`config.mk`:
```
export PLATFORM = sky130hd
export DESIGN_NAME = int_gen
export DESIGN_NICKNAME = d
export VERILOG_FILES = /design/src/rtl/int_gen.sv
export SDC_FILE = /design/constraint.sdc
export NUM_CORES = 1
export LEC_CHECK = 0
export ABC_AREA = 1
export BUFFER_PORTS_ARGS = -buffer_cell sky130_fd_sc_hd__clkbuf_2
export CAP_MARGIN = 20
export CELL_PAD_IN_SITES_DETAIL_PLACEMENT = 1
export CELL_PAD_IN_SITES_GLOBAL_PLACEMENT = 1
export CORE_MARGIN = 4
export CORE_UTILIZATION = 42
export DETAILED_ROUTE_END_ITERATION = 8
export PLACE_DENSITY = 0.8
export SLEW_MARGIN = 10
export SYNTH_ARGS = -nofsm -noshare
export SYNTH_HDL_FRONTEND = slang
export SYNTH_SLANG_ARGS = --single-unit
```
`constraint.sdc`:
```
create_clock -name clk -period 2.25 [get_ports clk]
set_input_delay 0.1125 -clock clk [delete_from_list [all_inputs] [get_ports clk]]
set_output_delay 0.1125 -clock clk [all_outputs]
set_load 0.01 [all_outputs]
```
`src/rtl/int_gen.sv`:
```
// rtl/int_gen.sv - PC-triggered interrupt source with store-acknowledge, holdoff and timeout
module int_gen #(
    parameter int          DEPTH    = 4,
    parameter int          IDX_W    = 2,
    parameter logic [31:0] INT_ADDR = 32'h0000_7F20,
    parameter int          HOLDOFF  = 3,
    parameter int          TIMEOUT  = 1024
) (
    input  logic             clk,
    input  logic             reset,
    input  logic [31:0]      macroscopic_pc,
    input  logic [31:0]      m_int_addr,
    input  logic [3:0]       m_int_byteen,
    input  logic             cfg_we,
    input  logic [IDX_W-1:0] cfg_idx,
    input  logic [31:0]      cfg_pc,
    output logic             interrupt,
    output logic [15:0]      ack_count,
    output logic [IDX_W-1:0] cur_idx,
    output logic             timeout_err
);

    localparam int          TW       = $clog2(TIMEOUT + 1);
    localparam int          HW       = $clog2(HOLDOFF + 1);
    localparam logic [29:0] ACK_WORD = INT_ADDR[31:2];

    typedef enum logic [1:0] {
        ST_IDLE,
        ST_ASSERT,
        ST_HOLDOFF
    } state_t;

    state_t            state;
    state_t            state_next;
    logic [31:0]       tbl [DEPTH];
    logic [DEPTH-1:0]  valid;
    logic [TW-1:0]     tcnt;
    logic [HW-1:0]     hcnt;
    logic              match;
    logic              ack;
    logic              unused_addr_lsbs;

    assign match            = valid[cur_idx] && (macroscopic_pc == tbl[cur_idx]);
    assign ack              = (m_int_addr[31:2] == ACK_WORD) && (m_int_byteen != 4'b0000);
    assign unused_addr_lsbs = ^m_int_addr[1:0];
    assign interrupt        = (state == ST_ASSERT);

    always_ff @(posedge clk or negedge reset) begin
        if (!reset) begin
            state <= ST_IDLE;
        end else begin
            state <= state_next;
        end
    end

    always_comb begin
        state_next = state;
        case (state)
            ST_IDLE:    if (match) state_next = ST_ASSERT;
            ST_ASSERT:  if (ack) state_next = ST_HOLDOFF;
            ST_HOLDOFF: if (hcnt == '0) state_next = ST_IDLE;
            default:    state_next = ST_IDLE;
        endcase
    end

    // The cfg write comes last so it overrides the retire-clear of the same entry.
    always_ff @(posedge clk or negedge reset) begin
        if (!reset) begin
            for (int i = 0; i < DEPTH; i++) begin
                tbl[i] <= '0;
            end
            valid       <= '0;
            cur_idx     <= '0;
            ack_count   <= '0;
            timeout_err <= 1'b0;
            tcnt        <= '0;
            hcnt        <= '0;
        end else begin
            case (state)
                ST_IDLE: begin
                    if (match) tcnt <= '0;
                end
                ST_ASSERT: begin
                    if (ack) begin
                        valid[cur_idx] <= 1'b0;
                        cur_idx        <= cur_idx + IDX_W'(1);
                        hcnt           <= HW'(HOLDOFF - 1);
                        if (ack_count != 16'hFFFF) ack_count <= ack_count + 16'd1;
                    end else if (tcnt == TW'(TIMEOUT - 1)) begin
                        timeout_err <= 1'b1;
                    end else begin
                        tcnt <= tcnt + TW'(1);
                    end
                end
                ST_HOLDOFF: begin
                    if (hcnt != '0) hcnt <= hcnt - HW'(1);
                end
                default: ;
            endcase
            if (cfg_we) begin
                tbl[cfg_idx]   <= cfg_pc;
                valid[cfg_idx] <= 1'b1;
            end
        end
    end

endmodule

```
Yosys cells after proc, flatten, opt, wreduce, memory -nomap -nowiden
Cells that the tools add are included.
{"block": "totals", "regBits": 166, "latchBits": 0, "ramBits": 0, "rom_bits": 0, "input_bits": 105, "output_inout_bits": 20, "word_cells": 82, "mem_count": 0}
{"block": "op_classes", "addsub": 4, "n_mul": 0, "n_div": 0, "n_lt_le_gt_ge": 7, "eq_ne": 12, "n_shift": 0, "n_mux": 25, "n_bitwise": 6, "reduce_logical": 17}
{"op": "$bwmux 128", "count": 1}
{"op": "$mux 32", "count": 3}
{"op": "$bmux 32 s2", "count": 1}
{"op": "$demux 32 s2", "count": 1}
{"op": "$mux 11", "count": 3}
{"op": "$eq 32x32->1", "count": 1}
{"op": "$eq 30x13->1 const B", "count": 1}
{"op": "$pmux 11 s2", "count": 1}
{"op": "$add 16x1->16 const B", "count": 1}
{"op": "$ne 16x16->1 const B", "count": 1}
{"op": "$mux 4", "count": 3}
{"op": "$reduce_and 3->1", "count": 4}
{"op": "$add 11x1->11 const B", "count": 1}
{"op": "$eq 11x10->1 const B", "count": 1}
{"op": "$ne 2x2->1 const B", "count": 5}
{"op": "$mux 2", "count": 4}
{"op": "$ge 3x3->1 const B", "count": 2}
{"op": "$lt 2x3->1 const B", "count": 2}
{"op": "$not 2->3", "count": 2}
{"op": "$pmux 2 s3", "count": 1}
{"op": "$reduce_bool 2->1", "count": 3}
{"op": "$logic_and 1x1->1", "count": 5}
{"op": "$and 4x4->4", "count": 1}
{"op": "$demux 1 s2", "count": 2}
{"op": "17 further kinds", "count": 21}

Longest topological paths before layout
{"block": "logic_depth", "depth_word": 10, "depth_mapped": 19, "ltp_nobuf": 16}

Worst setup path after synthesis
Ideal clock, no wire load.
{"block": "synth_timing", "path_type": "register to register", "from": "register cur_idx[0]", "to": "register tcnt[7]", "setup_ps": 117, "arrival_time_ps": 1850, "t_required_ps": 2133, "setup_slack_ps": 283, "path_stages_with_launch": 19, "path_buffers": 4, "synth_period_minus_slack_ps": 1967, "path_cell_list": "dfrtp_1 buf_6 inv_2 buf_6 buf_6 nand2_1 nand3_1 nand2_1 nand2_1 nand2_1 nor2_1 nand3b_1 nor2_1 nand3_1 nand2_1 nand2_1 buf_6 nand2_1 nand2_1"}
{"block": "synth_via", "elab_chain_len": 8, "elab_cells_between_ends": 10, "cone_classes": "eq/ne (2); mux (5); bitwise (1); reduce/logical (2)"}
{"element": "start, declared", "line": "19", "text": "output logic [IDX_W-1:0] cur_idx,"}
{"element": "start signal, assigned", "line": "86", "text": "cur_idx <= cur_idx + IDX_W'(1);"}
{"element": "$not 2->3 (not written as such)", "line": "43", "text": "assign match = valid[cur_idx] && (macroscopic_pc == tbl[cur_idx]);"}
{"element": "$bmux 32 s2", "line": "43"}
{"element": "$mux 32 (not written as such) (2 in series)", "line": "43"}
{"element": "$eq 32x32->1", "line": "43"}
{"element": "$logic_and 1x1->1 (*)", "line": "43"}
{"element": "$ne 2x2->1 (no source line) (*)"}
{"element": "$reduce_and 4->1 (no source line) (*)"}
{"element": "end signal, assigned", "line": "92", "text": "tcnt <= tcnt + TW'(1);"}
{"element": "end, declared", "line": "37", "text": "logic [TW-1:0] tcnt;"}
Mark *: on every way between the ends. The rest lies on a longest branch, timed or not. The select of a mux whose other input is x is not followed.
A chain may end at the register's enable or synchronous reset.

Worst setup path in the final report
{"block": "layout_timing", "from": "register cur_idx[0]", "to": "register tcnt[2]"}
The elaborated chain is that of the path after synthesis.

==> run summary <==
status: finished, violations left
violated checks: negative setup slack
most numerous cell in the Yosys netlist: nand2_1
CTS clock-pin slew for the worst setup and hold paths: 0.07 ns
synthesized area: 0.00845 sq mm
Max Freq: 433 MHz
Worst-Margin Slew: 0.688 ns
Port Buffers: 122
synth cell count leaders: nand2_1 (426), dfrtp_1 (166), o21ai_0 (140), nand3_1 (104), inv_1 (83)
Final Net Count: 1410
min Tclk post-route: 2.31 ns
TritonRoute pass-1 iters: 6
core area: 0.0196 sq mm
Yosys top cell by area: dfrtp_1
worst-skew pair later-pin latency: 0.43 ns
RSZ-0062 raised after global routing: yes
Crit Path Max Fanout: 7
Num CTS Buffers: 17
clock skew: 0.0126 ns
Async S/R FF share, synth: 1.00
largest net degree at the start of global routing: 66
Seq cells post-synth: 166
setup TNS: -0.527 ns
WL/cell: 16.9 um
Via density: 5.18
fillers: 2436
max_cap viols: 0
Post-synth EDFFs: 0
CP endpoint kind: flip-flop
Final HPWL DP: 16700 um
leading post-synthesis cells by cell area: dfrtp_1 (49%), nand2_1 (19%), o21ai_0 (8.3%)
HP Class: in -> reg
final worst setup slack: -0.0615 ns
crit path DAT: 2.63 ns
residual DRC count: 0
clock sinks: 166
DRT antenna net count: 0
io pins: 125
die area: 0.0224 sq mm
post-synthesis sequential area ratio: 0.492
CTS tree: yes
WL final: 26700 um
Setup Crit Path Kind: reg -> reg
Multi-input gate area: 0.00388 sq mm
Final setup viols: 11
std cell rows: 51
gr usage total: 0.233
final critical-path share of the clock period: 1.03
Register Area: 0.00416 sq mm
Vias: 8162
number of global-route vias before repair: 8451
first-pass GRT wire length: 41900 um
antenna diode count: 0
max-slew violations: 0
Setup WS pre-CTS: -0.122 ns
grt total ovfl: 0
share of cells above drive strength 1: 0.211
antenna violations before repair: 0
Synth top area share: 0.492
initial core utilization: 0.431
CTS H-Tree Depth: 4
Clock Path Buffers: 2
CTS root buffer: clkbuf_16
Lkg Pwr: 5.44 nW
syn avg cell area: 7.51 sq um
Die Ht: 150 um
Unique masters post-synth: 32
critical path required time: 2.57 ns
RD Place Congestion: 0.772
most frequently used flop master after synthesis: dfrtp_1
DRT iter0 DRCs: 473
PD cells: 703 mW/mm^2
Syn Nets: 1236
VDD IR-drop max: 0.604 mV
type of origin of the critical path: flip-flop
Synth Warn #: 0
Hold Vio Cnt, Final: 0
Rel. slew slack: 0.541
area grow syn2layout: 28.9%
die width: 150 um
Cells after Synth: 1124
==> power by group <==
part	switching [mW]	leakage, nW	internal, mW
combinational	0.620	3.10	0.426
clock	1.28	0.271	1.75
sequential	0.225	2.07	3.35
==> routing by layer <==
metal | global-route usage | wire [um]
met1 | 0.295 | 11700
met2 | 0.417 | 13800
met3 | 0.0433 | 913
met4 | 0.0512 | 345
met5 | 0 | 0
==> area by class of cell <==
type / count / share of cell area
sequential: 166 / 0.382
multi-input combinational: 819 / 0.356
tap: 265 / 0.0304
clock inverter: 14 / 0.0163
timing repair buffer: 209 / 0.146
inverter: 85 / 0.0300
clock buffer: 18 / 0.0394
==> cells in the final DEF, fill, tap and decap left out, types with 5 or more instances in the layout <==
cell type	instances
clkbuf_16	20
nor4_1	9
a21oi_1	5
clkinvlp_4	7
nand3b_1	10
nand3_2	17
nand3_1	87
o21ai_0	140
ha_1	7
o21ai_1	7
nand2_2	24
dlygate4sd3_1	23
nand4_1	7
nand2_1	400
dfrtp_1	165
xor2_1	12
buf_4	43
clkbuf_2	121
buf_12	12
inv_1	83
nor2_1	54
nor2_2	7
xnor2_1	7
nor3_1	6
==> final timing paths <==
path	end	startpoint	slack (ns)	cells past startpoint
worst max-delay path	tcnt[2]$_DFFE_PN0P_	cur_idx[0]$_DFFE_PN0P_	-0.06	15
worst min-delay path	tbl[108]$_DFFE_PN0P_	cfg_pc[12]	0.02	3
max in group asynchronous	tbl[85]$_DFFE_PN0P_	reset	1.38	3
min in group asynchronous	tbl[36]$_DFFE_PN0P_	reset	0.20	2
worst min register to register	timeout_err$_DFFE_PN0P_	timeout_err$_DFFE_PN0P_	0.46	1
worst max register to register	tcnt[2]$_DFFE_PN0P_	cur_idx[0]$_DFFE_PN0P_	-0.06	15
==> flip-flops by register name, indices dropped and copies added, names as in the netlist <==
signal       count
ack_count       16
cur_idx          2
tcnt            11
valid            4
timeout_err      1
state            2
tbl            128
hcnt             2
==> cells by family after synthesis <==
| logic type | synth area share |
|---|---|
| AOI/OAI and AO/OA | 0.0957 |
| DFF | 0.492 |
| and+or+nand+nor | 0.311 |
| adders and majority gates | 0.0104 |
| buffers and inverters | 0.0714 |
| xor gates and xnor gates | 0.0197 |
==> worst max-delay path, stage by stage, from the launching register on <==
cell       delay (ns)
dfrtp_2          0.49
inv_8            0.14
buf_4            0.13
clkbuf_16        0.14
o21ai_0          0.09
o21ai_2          0.20
nand2_1          0.08
nor2_2           0.11
nand3b_1         0.13
nor2_4           0.13
nand3_2          0.12
nand2_2          0.11
nand2_2          0.07
buf_6            0.14
nand2_2          0.05
nand2_2          0.05
==> through the flow <==
stage                     utilization  cells  power [mW]  hold slack, ns  cell area (sq um)
after global placement          0.487   1500        4.48           0.104               9540
after floorplan                     -   1124        4.14          -0.183               8450
final                           0.556   1576        7.66          0.0180              10900
after CTS                       0.538   1561        7.65         0.00248              10500
after global routing            0.556   1576        8.06          0.0215              10900
after detailed placement        0.487   1500        4.55           0.105               9540
==> what timing repair did <==
action | CTS | global route
gates cloned | 2 | 3
hold buffers | 23 | 0
setup endpoints to repair | 11 | 19
pin swaps | 3 | 25
hold endpoints to repair | 111 | 0
gates resized for setup | 22 | 51
setup buffers | 4 | 13
No activity file was read; power rests on OpenSTA's default activity.
